## src/rtl/arp_tx.sv

```systemverilog
// ARP frame transmitter: serializes ARP reply/request frames MSB-first onto an 8-bit AXI-Stream master.
// Optional build macro ARP_TX_PAD_EN appends 18 zero bytes so the frame reaches the 60-byte Ethernet minimum.
module arp_tx #(
  parameter int unsigned IFG_CYCLES = 12
) (
  input  logic        aclk,
  input  logic        areset,
  input  logic [47:0] mac_config_addr,
  input  logic [31:0] ip_config_addr,
  input  logic        reply_req,
  input  logic [47:0] reply_mac,
  input  logic [31:0] reply_ip,
  output logic        reply_ack,
  input  logic        request_req,
  input  logic [31:0] request_ip,
  output logic        request_ack,
  output logic [7:0]  m_axis_tdata,
  output logic        m_axis_tvalid,
  input  logic        m_axis_tready,
  output logic        m_axis_tlast,
  output logic        busy
);

`ifdef ARP_TX_PAD_EN
  localparam int unsigned FRAME_LEN = 60;
`else
  localparam int unsigned FRAME_LEN = 42;
`endif
  localparam logic [5:0] LAST_IDX = 6'(FRAME_LEN - 1);
  localparam int unsigned IFG_W = (IFG_CYCLES > 1) ? $clog2(IFG_CYCLES) : 1;

  typedef enum logic [1:0] {S_IDLE, S_SEND, S_IFG} state_t;

  state_t             state, state_n;
  logic [5:0]         cnt;
  logic [IFG_W-1:0]   ifg_cnt;
  logic               ifg_done;
  logic               lat_reply;
  logic [47:0]        lat_peer_mac;
  logic [31:0]        lat_tpa;
  logic [47:0]        lat_mac;
  logic [31:0]        lat_ip;
  logic [5:0]         cnt_inc;

  function automatic logic [7:0] mac_byte(input logic [47:0] mac, input int unsigned i);
    return 8'(mac >> (8 * (5 - i)));
  endfunction

  function automatic logic [7:0] ip_byte(input logic [31:0] ip, input int unsigned i);
    return 8'(ip >> (8 * (3 - i)));
  endfunction

  // peer_mac supplies both the Ethernet destination and THA for replies only
  function automatic logic [7:0] frame_byte(input logic [5:0] idx, input logic is_reply,
                                            input logic [47:0] peer_mac, input logic [31:0] tpa,
                                            input logic [47:0] my_mac, input logic [31:0] my_ip);
    int unsigned i;
    logic [7:0] b;
    i = 32'(idx);
    b = '0;
    if (i < 6)       b = is_reply ? mac_byte(peer_mac, i) : 8'hFF;
    else if (i < 12) b = mac_byte(my_mac, i - 6);
    else if (i < 22) begin
      case (i)
        12:      b = 8'h08;
        13:      b = 8'h06;
        15:      b = 8'h01;
        16:      b = 8'h08;
        18:      b = 8'h06;
        19:      b = 8'h04;
        21:      b = is_reply ? 8'h02 : 8'h01;
        default: b = 8'h00;
      endcase
    end
    else if (i < 28) b = mac_byte(my_mac, i - 22);
    else if (i < 32) b = ip_byte(my_ip, i - 28);
    else if (i < 38) b = is_reply ? mac_byte(peer_mac, i - 32) : 8'h00;
    else if (i < 42) b = ip_byte(tpa, i - 38);
    return b;
  endfunction

  assign cnt_inc  = cnt + 6'd1;
  assign ifg_done = (32'(ifg_cnt) == IFG_CYCLES - 32'd1);

  always_ff @(posedge aclk or posedge areset) begin
    if (areset) state <= S_IDLE;
    else        state <= state_n;
  end

  always_comb begin
    state_n = state;
    case (state)
      S_IDLE: if (reply_req || request_req) state_n = S_SEND;
      S_SEND: if (m_axis_tready && cnt == LAST_IDX) state_n = (IFG_CYCLES != 0) ? S_IFG : S_IDLE;
      S_IFG:  if (ifg_done) state_n = S_IDLE;
      default: state_n = S_IDLE;
    endcase
  end

  // Byte 0 is built straight from the inputs so it can be presented in the ack cycle.
  always_ff @(posedge aclk or posedge areset) begin
    if (areset) begin
      cnt           <= '0;
      ifg_cnt       <= '0;
      lat_reply     <= 1'b0;
      lat_peer_mac  <= '0;
      lat_tpa       <= '0;
      lat_mac       <= '0;
      lat_ip        <= '0;
      m_axis_tdata  <= '0;
      m_axis_tvalid <= 1'b0;
      m_axis_tlast  <= 1'b0;
      reply_ack     <= 1'b0;
      request_ack   <= 1'b0;
      busy          <= 1'b0;
    end else begin
      reply_ack   <= 1'b0;
      request_ack <= 1'b0;
      busy        <= (state_n != S_IDLE);
      case (state)
        S_IDLE: begin
          if (reply_req) begin
            lat_reply     <= 1'b1;
            lat_peer_mac  <= reply_mac;
            lat_tpa       <= reply_ip;
            lat_mac       <= mac_config_addr;
            lat_ip        <= ip_config_addr;
            reply_ack     <= 1'b1;
            cnt           <= '0;
            m_axis_tvalid <= 1'b1;
            m_axis_tlast  <= 1'b0;
            m_axis_tdata  <= frame_byte(6'd0, 1'b1, reply_mac, reply_ip,
                                        mac_config_addr, ip_config_addr);
          end else if (request_req) begin
            lat_reply     <= 1'b0;
            lat_peer_mac  <= '0;
            lat_tpa       <= request_ip;
            lat_mac       <= mac_config_addr;
            lat_ip        <= ip_config_addr;
            request_ack   <= 1'b1;
            cnt           <= '0;
            m_axis_tvalid <= 1'b1;
            m_axis_tlast  <= 1'b0;
            m_axis_tdata  <= frame_byte(6'd0, 1'b0, '0, request_ip,
                                        mac_config_addr, ip_config_addr);
          end
        end
        S_SEND: begin
          if (m_axis_tready) begin
            if (cnt == LAST_IDX) begin
              m_axis_tvalid <= 1'b0;
              m_axis_tlast  <= 1'b0;
              m_axis_tdata  <= '0;
              ifg_cnt       <= '0;
            end else begin
              cnt          <= cnt_inc;
              m_axis_tdata <= frame_byte(cnt_inc, lat_reply, lat_peer_mac, lat_tpa,
                                         lat_mac, lat_ip);
              m_axis_tlast <= (cnt_inc == LAST_IDX);
            end
          end
        end
        S_IFG: ifg_cnt <= ifg_cnt + IFG_W'(1);
        default: ;
      endcase
    end
  end

endmodule
```

## config.mk

```make
export PLATFORM = sky130hd
export DESIGN_NAME = arp_tx
export DESIGN_NICKNAME = d
export VERILOG_FILES = /design/src/rtl/arp_tx.sv
export SDC_FILE = /design/constraint.sdc
export NUM_CORES = 1
export LEC_CHECK = 0
export ABC_AREA = 1
export CORE_MARGIN = 8
export CORE_UTILIZATION = 52
export CTS_BUF_LIST = sky130_fd_sc_hd__clkbuf_16
export CTS_CLUSTER_DIAMETER = 80
export DETAILED_ROUTE_END_ITERATION = 6
export GPL_ROUTABILITY_DRIVEN = 0
export PLACE_DENSITY = 0.81
export SLEW_MARGIN = 20
export SYNTH_ARGS = -nofsm -noshare
export SYNTH_HDL_FRONTEND = slang
export SYNTH_SLANG_ARGS = --single-unit
export TNS_END_PERCENT = 5
```

## constraint.sdc

```tcl
create_clock -name aclk -period 7.4 [get_ports aclk]
set_input_delay 0.74 -clock aclk [delete_from_list [all_inputs] [get_ports aclk]]
set_output_delay 0.74 -clock aclk [all_outputs]
set_load 0.02 [all_outputs]
```

### Yosys cells after proc, flatten, opt, wreduce, memory -nomap -nowiden

Index checks and enable logic that the tools add are counted.
W data, S select, Z words.

| cells by class | value |
|---|---|
| shift operators | 6 |
| $lt $le $gt $ge | 7 |
| reduce and logical (&&, ||, !) cells | 14 |
| equal/unequal tests | 16 |
| muxes and demuxes | 52 |
| add/subtract/negate cells | 13 |

Operators with widths:

| cell | number |
|---|---|
| $mux W48 | 4 |
| $shr A48 B32 Y8 | 4 |
| $mux W32 | 4 |
| $mux W8 | 13 |
| $shr A32 B32 Y8 | 2 |
| $eq A6 B5 Y1 const B | 4 |
| $mux W6 | 4 |
| $sub A4 B7 Y8 const A | 3 |
| $pmux W4 S5 | 1 |
| $eq A6 B4 Y1 const B | 3 |
| $lt A6 B6 Y1 const B | 3 |
| $pmux W8 S2 | 1 |
| $sub A3 B7 Y8 const A | 2 |
| $mux W1 | 14 |
| $sub A6 B5 Y7 const B | 2 |
| $sub A6 B6 Y7 const B | 2 |
| $eq A6 B6 Y1 const B | 2 |
| $lt A6 B5 Y1 const B | 2 |
| $pmux W6 S2 | 1 |
| $mux W2 | 4 |
| $mux W4 | 2 |
| $pmux W4 S2 | 1 |
| $reduce_and A4 Y1 | 2 |
| $reduce_bool A2 Y1 | 4 |
| other kinds (19) | 24 |

| word-level totals | value |
|---|---|
| logic and storage cells | 122 |
| bits of input ports | 197 |
| output and inout port bits | 13 |
| bits in registers | 186 |

### Logic depth before layout (Yosys ltp)

Gate-level depths: netlist (run 1).

| logic depth | value |
|---|---|
| depth after elaboration | 14 |
| mapped depth | 23 |

### Worst setup path after synthesis (run 1)

No wires, ideal clock.

| path | value |
|---|---|
| path kind | flip-flop to flip-flop |
| start | register cnt[0] |
| end | register m_axis_tdata[1] |
| data arrival time | 3302 ps |
| setup time | 77 ps |
| slack | 4021 ps |
| cell stages (with the launch flop) | 22 |
| cell sequence | dfrtp_1 ha_1 xnor2_2 clkbuf_1 inv_1 ha_1 inv_1 nand3_2 nand2_1 buf_6 inv_2 ha_1 a21oi_1 xor2_2 nand3_2 nor2_1 nor2_1 nand2_1 nand2_1 nand2_1 nand2_1 a21oi_1 |

| between the ends | value |
|---|---|
| word-level cells in the longest chain between the ends | 14 |
| elaborated cells between the ends (all ways) | 48 |
| those cells by class | add/sub: 12; order compare: 7; eq/ne: 8; shift: 6; mux: 13; reduce/logical: 2 |

RTL lines:

| what | RTL line | source |
|---|---|---|
| start, declared | 35 | `logic [5:0] cnt;` |
| start signal, assigned | 156 | `cnt <= cnt_inc;` |
| $add A6 B1 Y6 | 82 | `assign cnt_inc = cnt + 6'd1;` |
| $sub A6 B6 Y7, on equally long branches | 77, 78 |  |
| $sub A4 B7 Y8 / $sub A3 B7 Y8 (equally long branches) | 46, 50 |  |
| $shr A48 B32 Y8 / $shr A32 B32 Y8 (equally long branches) | 46, 50 |  |
| $mux W8, on equally long branches | 77, 78 |  |
| $mux W8 | 77 | `else if (i < 38) b = is_reply ? mac_byte(peer_mac, i - 32) : 8'h00;` |
| $mux W8 | 76 | `else if (i < 32) b = ip_byte(my_ip, i - 28);` |
| $mux W8 | 75 | `else if (i < 28) b = mac_byte(my_mac, i - 22);` |
| $mux W8 | 63 | `else if (i < 22) begin` |
| $mux W8 | 62 | `else if (i < 12) b = mac_byte(my_mac, i - 6);` |
| $mux W8 | 61 | `if (i < 6) b = is_reply ? mac_byte(peer_mac, i) : 8'hFF;` |
| $mux W8 (*) | 150 | `if (cnt == LAST_IDX) begin` |
| $mux W8 (*) | 149 | `if (m_axis_tready) begin` |
| $pmux W8 S2 (*) | 120 | `case (state)` |
| end signal, assigned | 132 | `m_axis_tdata <= frame_byte(6'd0, 1'b1, reply_mac, reply_ip,` |
| end signal, assigned | 144 | `m_axis_tdata <= frame_byte(6'd0, 1'b0, '0, request_ip,` |
| end signal, assigned | 157 | `m_axis_tdata <= frame_byte(cnt_inc, lat_reply, lat_peer_mac, lat_tpa,` |
| end, declared | 17 | `output logic [7:0] m_axis_tdata,` |

Mark *: on every way between the ends. The rest lies on a longest branch, timed or not. The select of a mux whose other input is x is not followed.
A chain may end at the register's enable or synchronous reset.

### Worst setup path in the final report (run 1)

| path | value |
|---|---|
| start | register cnt[1] |
| end | register m_axis_tdata[3] |

Same word-level chain as after synthesis.

==> metrics.yaml, run 1 <==
cells_and_area:
  fin_nets: 1732
  diodes: 0
  multi_input_area_mm2: 0.00473
  syn2layout_area_growth_pct: 27.8
  nFillCells: 1540
  drive_above_1_share_pct: 5.60
  final_util_pct: 67.9
  seq_area_mm2: 0.00466
timing:
  layout_min_cycle_time_ps: 4640
  fmax_mhz: 216
  rsz0062_at_grt: "false"
  maxSlewHeadroom_pct: 31.2
  fin_crit_sh_pct: 62.6
  tightestPinTransition_ps: 1030
  hold_slack_ps: 481
  setup-tns-final_ps: 0
  finalSetupViolCount: 0
  slew_violations: 0
  hold_viol_final: 0
  skew_ps: 14.0
route:
  m1WireLength_um: 12800
  vias: 9716
  detail_route.iter0.violations: 929
  drtPass1Iterations: 5
  route.met2.wl_um: 13700
  vias_per_cell: 5.49
  wire_per_inst_um: 16.9
  postRouteAntennaNets: 0
  wl_met3_um: 2700
  drt-total-wl_um: 29900
  routed.top_layer: "met4"
  drt_drc_violations_left: 0
worst_setup_path:
  cp_common_cell: "nand2_1"
  worstRegToRegCells: 17
  cpLargestDelayFamily: "adder cells"
  arrival_ps: 5000
  startpoint_type: "flop"
  cp_cell_sequence: "inv_1 > ha_2 > buf_4 > inv_1 > ha_1 > clkinv_1 > nor2_1 > o21ai_0 > o21ai_0 > nand4_1 > a21oi_1 > nand2_1 > nand2_1 > nand2_1 > nand2_1 > nand2_1 > a21oi_1"
  cp_max_fo: 31
  endpoint_kind: "flop"
  worst-path-buf-inv: 4
  cp.required_ps: 7760
  critPathKind: "reg2reg"
  crit_path_max_incr_delay_ps: 760
  path_depth: 17
  cp_slowest_cell: "ha_2"
cts:
  cts.path.max_buffers: 2
  clock_latency_ps: 450
  htreeDepth: 4
  cts_root_buf: "clkbuf_16"
  cts_tree: "built"
  postCtsResizedCells: 0
  holdBufCountCts: 0
  numClockSinks: 186
  cts_inserted_buffers: 17
  clk_pin_slew_ps: 80
  post_cts_buffers: 0
placement:
  port_buffers: 209
  dpl.hpwl_um: 21500
grt:
  grt_max_degree: 119
  grt_pass1_vias: 9591
  grt_antenna_before_repair: 0
  grt_overflow: 0
  grt.total_usage_pct: 25.2
  grt_pass1_wl_um: 48700
logic_synthesis:
  synthFlopType: "dfrtp_1"
  seq_area_frac_synth_pct: 46.7
  yosysTopAreaCell: "dfrtp_1"
  syn_area_per_cell_um2: 7.33
  synthArstFlopShare_pct: 100
  synthCells: 1359
  ys_ff_latch: 186
  ys_warn_count: 0
  mappedNetlistArea_mm2: 0.00997
  yosysMostFrequentCell: "nand2_1"
  synthTopCellsByArea: "dfrtp_1, nand2_1, o21ai_0"
  synthesis.nets: 1569
  synth-edff-count: 0
  yosysTopAreaCellShare_pct: 46.7
  synth.distinct_cells: 38
  synthTopCellsByCount: "nand2_1, dfrtp_1, nor2_1"
floorplan:
  fp.coreArea_mm2: 0.0188
  rows: 50
  num_io_pins: 210
  die_area_mm2: 0.0239
  chipHeight_um: 154
  chipWidth_um: 154
  initial_core_util_pct: 53.1
power_and_ir_drop:
  ir_drop_mv: 0.267
  p_int_mw: 2.97
  p_leak_nw: 5.97
  combPwrFrac_pct: 52.1
  p_per_area_mw_per_mm2: 441
  clockPowerShare_pct: 16.3
  switching_share_pct: 47.2
  p_switching_mw: 2.65
  seqPwrFrac_pct: 31.6
job:
  maxCapViolations: 0
outcome:
  status: "completed"
min_path:
  hold_class: "reg2reg"
  whs_path_depth: 2
## layer usage
layer	GRT usage, %	vias to the layer above
li1	-	4734
met1	32.7	4525
met2	39.8	404
met3	7.50	53
met4	8.31	0
met5	0	-
## through the flow
step	cell area, µm²	setup WS [ps]	std cells	total power, mW
6_report	12700	2760	1769	5.62
3_3_place_gp	12100	3020	1737	4.56
5_1_grt	12700	2300	1769	6.06
4_1_cts	12700	2810	1769	5.59
2_1_floorplan	9970	1600	1359	3.82
3_5_place_dp	12100	2900	1737	4.64
## cells in the final DEF, fill, tap and decap left out, types with 2 or more instances in the layout
master / count
inv_8: 6
or2_2: 10
nand3_2: 5
clkinv_8: 4
o211ai_1: 2
clkdlybuf4s50_1: 209
ha_1: 12
a21oi_1: 68
o21ai_0: 108
nand2_1: 540
nor2_1: 128
nand2_4: 3
inv_1: 64
o21ai_1: 2
a22oi_1: 2
a31oi_1: 48
inv_6: 4
nand2_2: 7
nand3_1: 18
clkbuf_16: 17
nand4_1: 17
inv_2: 5
dfrtp_1: 185
nor2_4: 6
inv_4: 2
buf_4: 9
o22ai_1: 19
a22o_1: 11
a32o_1: 8
clkinv_1: 3
## cells by family after synthesis
group | share of synthesized area [%]
compound gates | 15.5
xor+xnor | 0.414
buf+inv | 5.96
fa+ha+maj | 1.63
flops | 46.7
simple gates | 29.8
## sequential cells by signal, indices dropped and copies added (netlist names)
register and count:
lat_reply 1, cnt 6, m_axis_tdata 8, request_ack 1, lat_mac 48, lat_ip 32
m_axis_tvalid 1, lat_peer_mac 48, lat_tpa 32, m_axis_tlast 1, state 2, ifg_cnt 4
reply_ack 1, busy 1
## final cells by class
| type | count | share of cell area (%) |
|---|---|---|
| multi-input combinational | 1024 | 37.2 |
| inverter | 75 | 2.31 |
| tap | 234 | 2.30 |
| clock inverter | 15 | 1.36 |
| clock buffer | 17 | 3.34 |
| sequential | 186 | 36.6 |
| timing repair buffer | 218 | 17.0 |
## power groups by stage
stage               combinational, mW  sequential [mW]  clock (mW)
finish                           2.93             1.78       0.914
detailed placement               2.86             1.78           0
global placement                 2.79             1.77           0
global route                     3.27             1.83       0.965
floorplan                        2.09             1.73           0
CTS                              2.89             1.77       0.923
## path summary, 6_finish.rpt
check                                              endpoint  slack [ps]                    from
max in group asynchronous                cnt[0]$_DFFE_PP0P_        5140                  areset
worst min-delay path                 lat_ip[28]$_DFFE_PP0P_         480  lat_ip[28]$_DFFE_PP0P_
worst max-delay path            m_axis_tdata[3]$_DFFE_PP0P_        2760      cnt[1]$_DFFE_PP0P_
worst max register to register  m_axis_tdata[3]$_DFFE_PP0P_        2760      cnt[1]$_DFFE_PP0P_
worst min register to register       lat_ip[28]$_DFFE_PP0P_         480  lat_ip[28]$_DFFE_PP0P_
min in group asynchronous       lat_peer_mac[4]$_DFFE_PP0P_         820                  areset
## worst reg2reg max path, cell delays in order, from the launching register on
cell and delay (ps):
dfrtp_1 480, inv_1 140, ha_2 760, buf_4 400, inv_1 360, ha_1 420, clkinv_1 210, nor2_1 440
o21ai_0 150, o21ai_0 480, nand4_1 160, a21oi_1 150, nand2_1 80, nand2_1 60, nand2_1 50, nand2_1 60
nand2_1 50, a21oi_1 120
(Power assumes the default switching activity.)
==> inputs of run 2 (changes only) <==
--- a/config.mk
+++ b/config.mk
@@ -7,12 +7,12 @@
 export LEC_CHECK = 0
 export ABC_AREA = 1
 export CORE_MARGIN = 8
-export CORE_UTILIZATION = 52
+export CORE_UTILIZATION = 47
 export CTS_BUF_LIST = sky130_fd_sc_hd__clkbuf_16
 export CTS_CLUSTER_DIAMETER = 80
 export DETAILED_ROUTE_END_ITERATION = 6
 export GPL_ROUTABILITY_DRIVEN = 0
-export PLACE_DENSITY = 0.81
+export PLACE_DENSITY = 0.77
 export SLEW_MARGIN = 20
 export SYNTH_ARGS = -nofsm -noshare
 export SYNTH_HDL_FRONTEND = slang
==> constraint.sdc (replaced) <==
create_clock -name aclk -period 4 [get_ports aclk]
set_input_delay 0.4 -clock aclk [delete_from_list [all_inputs] [get_ports aclk]]
set_output_delay 0.4 -clock aclk [all_outputs]
set_load 0.02 [all_outputs]
==> metrics.yaml, run 2 (synthesis gave the netlist of run 1 again) <==
route:
  routed.top_layer: "met5"  # was met4
  m1WireLength_um: 13200  # was 12800 µm
  vias: 9769  # was 9716
  postRouteAntennaNets: 0  # unchanged
  detail_route.iter0.violations: 905  # was 929
  vias_per_cell: 5.38  # was 5.49
  wire_per_inst_um: 16.7  # was 16.9 µm
  wl_met3_um: 3130  # was 2700 µm
  drt-total-wl_um: 30400  # was 29900 µm
  drt_drc_violations_left: 0  # unchanged
  route.met2.wl_um: 13400  # was 13700 µm
  drtPass1Iterations: 7  # was 5
cts:
  postCtsResizedCells: 0  # unchanged
  htreeDepth: 4  # unchanged
  numClockSinks: 186  # unchanged
  cts_tree: "built"  # unchanged
  cts_root_buf: "clkbuf_16"  # unchanged
  clock_latency_ps: 430  # was 450 ps
  cts.path.max_buffers: 2  # unchanged
  cts_inserted_buffers: 17  # unchanged
  clk_pin_slew_ps: 70  # was 80 ps
  holdBufCountCts: 0  # unchanged
  post_cts_buffers: 0  # unchanged
worst_setup_path:
  reg2reg_from: "cnt[0]$_DFFE_PP0P_"  # was cnt[1]$_DFFE_PP0P_
  cp.required_ps: 4350  # was 7760 ps
  critPathKind: "reg2reg"  # unchanged
  critPathLaunch: "cnt[0]$_DFFE_PP0P_"  # was cnt[1]$_DFFE_PP0P_
  endpoint_kind: "flop"  # unchanged
  crit_path_max_incr_delay_ps: 720  # was 760 ps
  worst-path-buf-inv: 2  # was 4
  cp_max_fo: 98  # was 31
  cp_common_cell: "nand2_1"  # unchanged
  path_depth: 17  # unchanged
  worstRegToRegCells: 17  # unchanged
  startpoint_type: "flop"  # unchanged
  cpLargestDelayFamily: "simple AND/OR/NAND/NOR gates"  # was adder cells
  arrival_ps: 3790  # was 5000 ps
  cp_cell_sequence: "buf_4 > nand3_2 > nand2_1 > nand3_2 > nand2_1 > inv_2 > ha_1 > a21oi_1 > xor2_2 > nand3_2 > nor2_1 > nor2_1 > nand2_1 > nand2_1 > nand2_1 > nand2_1 > a21oi_1"  # was inv_1 > ha_2 > buf_4 > inv_1 > ha_1 > clkinv_1 > nor2_1 > o21ai_0 > o21ai_0 > nand4_1 > a21oi_1 > nand2_1 > nand2_1 > nand2_1 > nand2_1 > nand2_1 > a21oi_1
  cp_slowest_cell: "buf_4"  # was ha_2
grt:
  grt_max_degree: 172  # was 119
  grt.total_usage_pct: 23.0  # was 25.2%
  grt_pass1_wl_um: 48500  # was 48700 µm
  grt_pass1_vias: 9436  # was 9591
  grt_antenna_before_repair: 1  # was 0
  grt_overflow: 0  # unchanged
cells_and_area:
  syn2layout_area_growth_pct: 29.1  # was 27.8%
  fin_nets: 1739  # was 1732
  layout_common_cells: "nand2_1, clkdlybuf4s50_1, dfrtp_1"  # unchanged
  diodes: 0  # unchanged
  reg_top3: "lat_mac: 48 flops, lat_peer_mac: 48 flops"  # unchanged
  drive_above_1_share_pct: 6.03  # was 5.60%
  mostFrequentLayoutCell: "nand2_1"  # unchanged
timing:
  skew_ps: 11.7  # was 14.0 ps
  maxSlewHeadroom_pct: 33.8  # was 31.2%
  fmax_mhz: 291  # was 216 MHz
  finalSetupViolCount: 0  # unchanged
  tightestPinTransition_ps: 993  # was 1030 ps
  slew_violations: 0  # unchanged
  layout_min_cycle_time_ps: 3440  # was 4640 ps
  fin_crit_sh_pct: 86.0  # was 62.6%
  rsz0062_at_grt: "false"  # unchanged
  setup-tns-final_ps: 0  # unchanged
  hold_viol_final: 0  # unchanged
floorplan:
  fp.coreArea_mm2: 0.0209  # was 0.0188 mm²
  initial_core_util_pct: 47.7  # was 53.1%
  rows: 53  # was 50
  die_area_mm2: 0.0261  # was 0.0239 mm²
  chipHeight_um: 162  # was 154 µm
  num_io_pins: 210  # unchanged
  chipWidth_um: 162  # was 154 µm
power_and_ir_drop:
  p_per_area_mw_per_mm2: 809  # was 441 mW/mm²
  ir_drop_mv: 0.422  # was 0.267 mV
  total_power_mw: 10.4  # was 5.62 mW
  p_leak_nw: 6.00  # was 5.97 nW
outcome:
  status: "completed"  # unchanged
placement:
  port_buffers: 209  # unchanged
  dpl.hpwl_um: 21900  # was 21500 µm
min_path:
  hold_class: "in2async"  # was reg2reg
job:
  maxCapViolations: 0  # unchanged
## run 2: cell types whose count changed in the layout (fill, tap and decap cells not counted), sizes merged
cell,before,now
inv,81,76
bufinv,0,1
buf,9,16
clkinvlp,1,3
clkinv,8,10
## run 2: path summary, 6_finish.rpt
kind / end / slack (ps)
worst min register to register: lat_ip[1]$_DFFE_PP0P_ / 480
worst max-delay path: m_axis_tdata[2]$_DFFE_PP0P_ / 560
worst min-delay path: lat_tpa[25]$_DFFE_PP0P_ / 460
max in group asynchronous: m_axis_tdata[3]$_DFFE_PP0P_ / 2990
worst max register to register: m_axis_tdata[2]$_DFFE_PP0P_ / 560
min in group aclk: lat_ip[1]$_DFFE_PP0P_ / 480
## run 2: area by class of cell
type | count | area [µm²]
repair buffers | 225 | 2250
flip-flops and latches | 186 | 4660
inverters | 75 | 290
clock buffers | 17 | 425
well taps | 275 | 344
clock inverters | 15 | 165
fillers | 1880 | 8020
multi-input cells | 1024 | 4730
## run 2: per-layer routing
metal | vias to the layer above | track usage, %
li1 | 4751 | -
met1 | 4502 | 30.6
met2 | 466 | 35.1
met3 | 48 | 7.51
met4 | 2 | 6.65
met5 | - | 0
## run 2: per-stage QoR
stage	hold WS, ps	setup WS (ps)	util (%)	instance area [µm²]	instances
final	455	562	61.6	12900	1817
after global routing	493	316	61.6	12900	1817
after CTS	477	544	61.6	12900	1817
after detailed placement	460	563	58.8	12300	1785
after global placement	457	711	58.8	12300	1785
after floorplan	444	621	-	9970	1359
## run 2: power by group
| group | internal [mW] | switching (mW) | total [mW] |
|---|---|---|---|
| clock network | 0.884 | 0.805 | 1.69 |
| registers | 2.77 | 0.523 | 3.29 |
| logic | 1.91 | 3.52 | 5.43 |
## run 2: worst register-to-register path: stages (launching register included)
cell,delay (ps)
dfrtp_2,390
buf_4,720
nand3_2,210
nand2_1,180
nand3_2,140
nand2_1,140
inv_2,70
ha_1,220
a21oi_1,260
xor2_2,330
nand3_2,180
nor2_1,150
nor2_1,50
nand2_1,70
nand2_1,50
nand2_1,50
nand2_1,50
a21oi_1,120
==> inputs of run 3 (changes only) <==
--- a/config.mk
+++ b/config.mk
@@ -13,6 +13,8 @@
 export DETAILED_ROUTE_END_ITERATION = 6
 export GPL_ROUTABILITY_DRIVEN = 0
 export PLACE_DENSITY = 0.77
+export REMOVE_ABC_BUFFERS = 1
+export SKIP_LAST_GASP = 1
 export SLEW_MARGIN = 20
 export SYNTH_ARGS = -nofsm -noshare
 export SYNTH_HDL_FRONTEND = slang
==> metrics.yaml, run 3 (synthesis gave the netlist of run 1 again) <==
worst_setup_path:
  critPathLaunch: "cnt[1]$_DFFE_PP0P_"  # was cnt[0]$_DFFE_PP0P_
  reg2reg_from: "cnt[1]$_DFFE_PP0P_"  # was cnt[0]$_DFFE_PP0P_
  cpLargestDelayFamily: "simple AND/OR/NAND/NOR gates"  # unchanged
  critPathKind: "reg2reg"  # unchanged
  cp_common_cell: "nand2_1"  # unchanged
  endpoint_kind: "flop"  # unchanged
  cp_max_fo: 15  # was 98
  worst-path-buf-inv: 4  # was 2
  arrival_ps: 3720  # was 3790 ps
  cp_slowest_cell: "dfrtp_1"  # was buf_4
  crit_path_max_incr_delay_ps: 470  # was 720 ps
  cp.required_ps: 4350  # about the same
  startpoint_type: "flop"  # unchanged
  cp_cell_sequence: "ha_1 > xnor2_2 > buf_4 > inv_1 > ha_1 > inv_1 > nand3_2 > nand2_1 > inv_2 > ha_1 > a21oi_1 > xor2_2 > nand3_2 > nor2_1 > nor2_1 > nand2_1 > nand2_1 > nand2_1 > nand2_1 > a21oi_1"  # was buf_4 > nand3_2 > nand2_1 > nand3_2 > nand2_1 > inv_2 > ha_1 > a21oi_1 > xor2_2 > nand3_2 > nor2_1 > nor2_1 > nand2_1 > nand2_1 > nand2_1 > nand2_1 > a21oi_1
cells_and_area:
  mostFrequentLayoutCell: "nand2_1"  # unchanged
  drive_above_1_share_pct: 5.90  # was 6.03%
  final_util_pct: 61.5  # was 61.6%
  design_area_mm2: 0.0128  # was 0.0129 mm²
  stdcell_count: 1818  # was 1817
  diodes: 0  # unchanged
  reg_top3: "lat_mac: 48 flops, lat_peer_mac: 48 flops"  # unchanged
  layout_common_cells: "nand2_1, clkdlybuf4s50_1, dfrtp_1"  # unchanged
  nFillCells: 1905  # was 1880
  syn2layout_area_growth_pct: 28.8  # was 29.1%
  fin_nets: 1740  # was 1739
cts:
  numClockSinks: 186  # unchanged
  cts_inserted_buffers: 17  # unchanged
  clk_pin_slew_ps: 70  # about the same
  postCtsResizedCells: 0  # unchanged
  cts_root_buf: "clkbuf_16"  # unchanged
  holdBufCountCts: 0  # unchanged
  post_cts_buffers: 0  # unchanged
  htreeDepth: 4  # unchanged
  cts_tree: "built"  # unchanged
  cts.path.max_buffers: 2  # unchanged
  clock_latency_ps: 430  # about the same
floorplan:
  chipWidth_um: 162  # unchanged
  initial_core_util_pct: 47.7  # unchanged
  fp.coreArea_mm2: 0.0209  # unchanged
  chipHeight_um: 162  # unchanged
  die_area_mm2: 0.0261  # unchanged
  num_io_pins: 210  # unchanged
  rows: 53  # unchanged
timing:
  tightestPinTransition_ps: 1090  # was 993 ps
  skew_ps: 9.56  # was 11.7 ps
  hold_viol_final: 0  # unchanged
  setup-tns-final_ps: 0  # unchanged
  maxSlewHeadroom_pct: 27.1  # was 33.8%
  slew_violations: 0  # unchanged
  finalSetupViolCount: 0  # unchanged
  layout_min_cycle_time_ps: 3370  # was 3440 ps
  fmax_mhz: 297  # was 291 MHz
  rsz0062_at_grt: "false"  # unchanged
  fin_crit_sh_pct: 84.2  # was 86.0%
route:
  drtPass1Iterations: 5  # was 7
  drt-total-wl_um: 29100  # was 30400 µm
  vias: 9669  # was 9769
  detail_route.iter0.violations: 899  # was 905
  drt_drc_violations_left: 0  # unchanged
  wire_per_inst_um: 16.0  # was 16.7 µm
  vias_per_cell: 5.32  # was 5.38
  postRouteAntennaNets: 0  # unchanged
placement:
  port_buffers: 209  # unchanged
  place_area_mm2: 0.0123  # about the same
  dp_cells: 1786  # was 1785
  dpl.hpwl_um: 20600  # was 21900 µm
grt:
  grt_pass1_wl_um: 47100  # was 48500 µm
  grt_max_degree: 122  # was 172
  grt_pass1_vias: 9361  # was 9436
  grt.total_usage_pct: 22.1  # was 23.0%
  grt_antenna_before_repair: 0  # was 1
  grt_overflow: 0  # unchanged
power_and_ir_drop:
  p_per_area_mw_per_mm2: 811  # was 809 mW/mm²
  seqPwrFrac_pct: 31.2  # was 31.6%
  total_power_mw: 10.4  # about the same
  ir_drop_mv: 0.552  # was 0.422 mV
  p_int_mw: 5.61  # was 5.56 mW
  clockPowerShare_pct: 16.1  # was 16.2%
  switching_share_pct: 46.1  # was 46.5%
  p_switching_mw: 4.80  # was 4.84 mW
  p_leak_nw: 6.01  # was 6.00 nW
  combPwrFrac_pct: 52.7  # was 52.2%
min_path:
  hold_class: "reg2reg"  # was in2async
  holdCritStartpoint: "lat_peer_mac[4]$_DFFE_PP0P_"
outcome:
  status: "completed"  # unchanged
job:
  maxCapViolations: 0  # unchanged
==> run 3: cell count changes in the layout (fill, tap and decap cells not counted), sizes merged <==
cell,delta
buf,+1
clkinv,-4
inv,+3
bufinv,+1
==> run 3: worst register-to-register path, stage by stage (launching register included) <==
cell and delay (ps):
dfrtp_1 470, ha_1 280, xnor2_2 160, buf_4 230, inv_1 70, ha_1 190, inv_1 100, nand3_2 130
nand2_1 140, inv_2 70, ha_1 210, a21oi_1 270, xor2_2 310, nand3_2 160, nor2_1 120, nor2_1 50
nand2_1 70, nand2_1 40, nand2_1 60, nand2_1 50, a21oi_1 120
==> run 3: routing by layer <==
layer / GRT usage, % / routed length (µm)
met1: 29.4 / 13000
met4: 6.10 / 529
met3: 5.55 / 2150
met2: 35.3 / 13400
met5: 0 / 0
==> run 3: layout make-up <==
| class | instances | area, µm² | share of cell area, % |
|---|---|---|---|
| timing repair buffer | 226 | 2230 | 17.4 |
| sequential | 186 | 4660 | 36.3 |
| inverter | 75 | 294 | 2.29 |
| multi-input combinational | 1024 | 4730 | 36.9 |
| clock buffer | 17 | 425 | 3.31 |
| tap | 275 | 344 | 2.68 |
| clock inverter | 15 | 150 | 1.17 |
==> run 3: final timing paths <==
check | end | slack, ps | cells past startpoint
worst max-delay path | m_axis_tdata[3]$_DFFE_PP0P_ | 630 | 20
min in group asynchronous | lat_peer_mac[12]$_DFFE_PP0P_ | 520 | 2
max in group asynchronous | lat_peer_mac[25]$_DFFE_PP0P_ | 2670 | 3
worst min register to register | lat_peer_mac[4]$_DFFE_PP0P_ | 480 | 2
worst max register to register | m_axis_tdata[3]$_DFFE_PP0P_ | 630 | 20
worst min-delay path | lat_peer_mac[4]$_DFFE_PP0P_ | 480 | 2
==> run 3: metrics by stage <==
step / hold WS [ps] / setup WS, ps
floorplan: 444 / -1920
global placement: 457 / 796
detailed placement: 460 / 693
CTS: 478 / 674
global route: 492 / 379
finish: 476 / 632
==> run 3: power by group through the flow <==
stage	Combinational [mW]	Clock [mW]	Sequential [mW]
6_report	5.49	1.67	3.25
5_1_grt	6.10	1.77	3.36
4_1_cts	5.44	1.70	3.25
3_5_place_dp	5.41	0	3.27
3_3_place_gp	5.29	0	3.24
2_1_floorplan	3.67	0	3.26
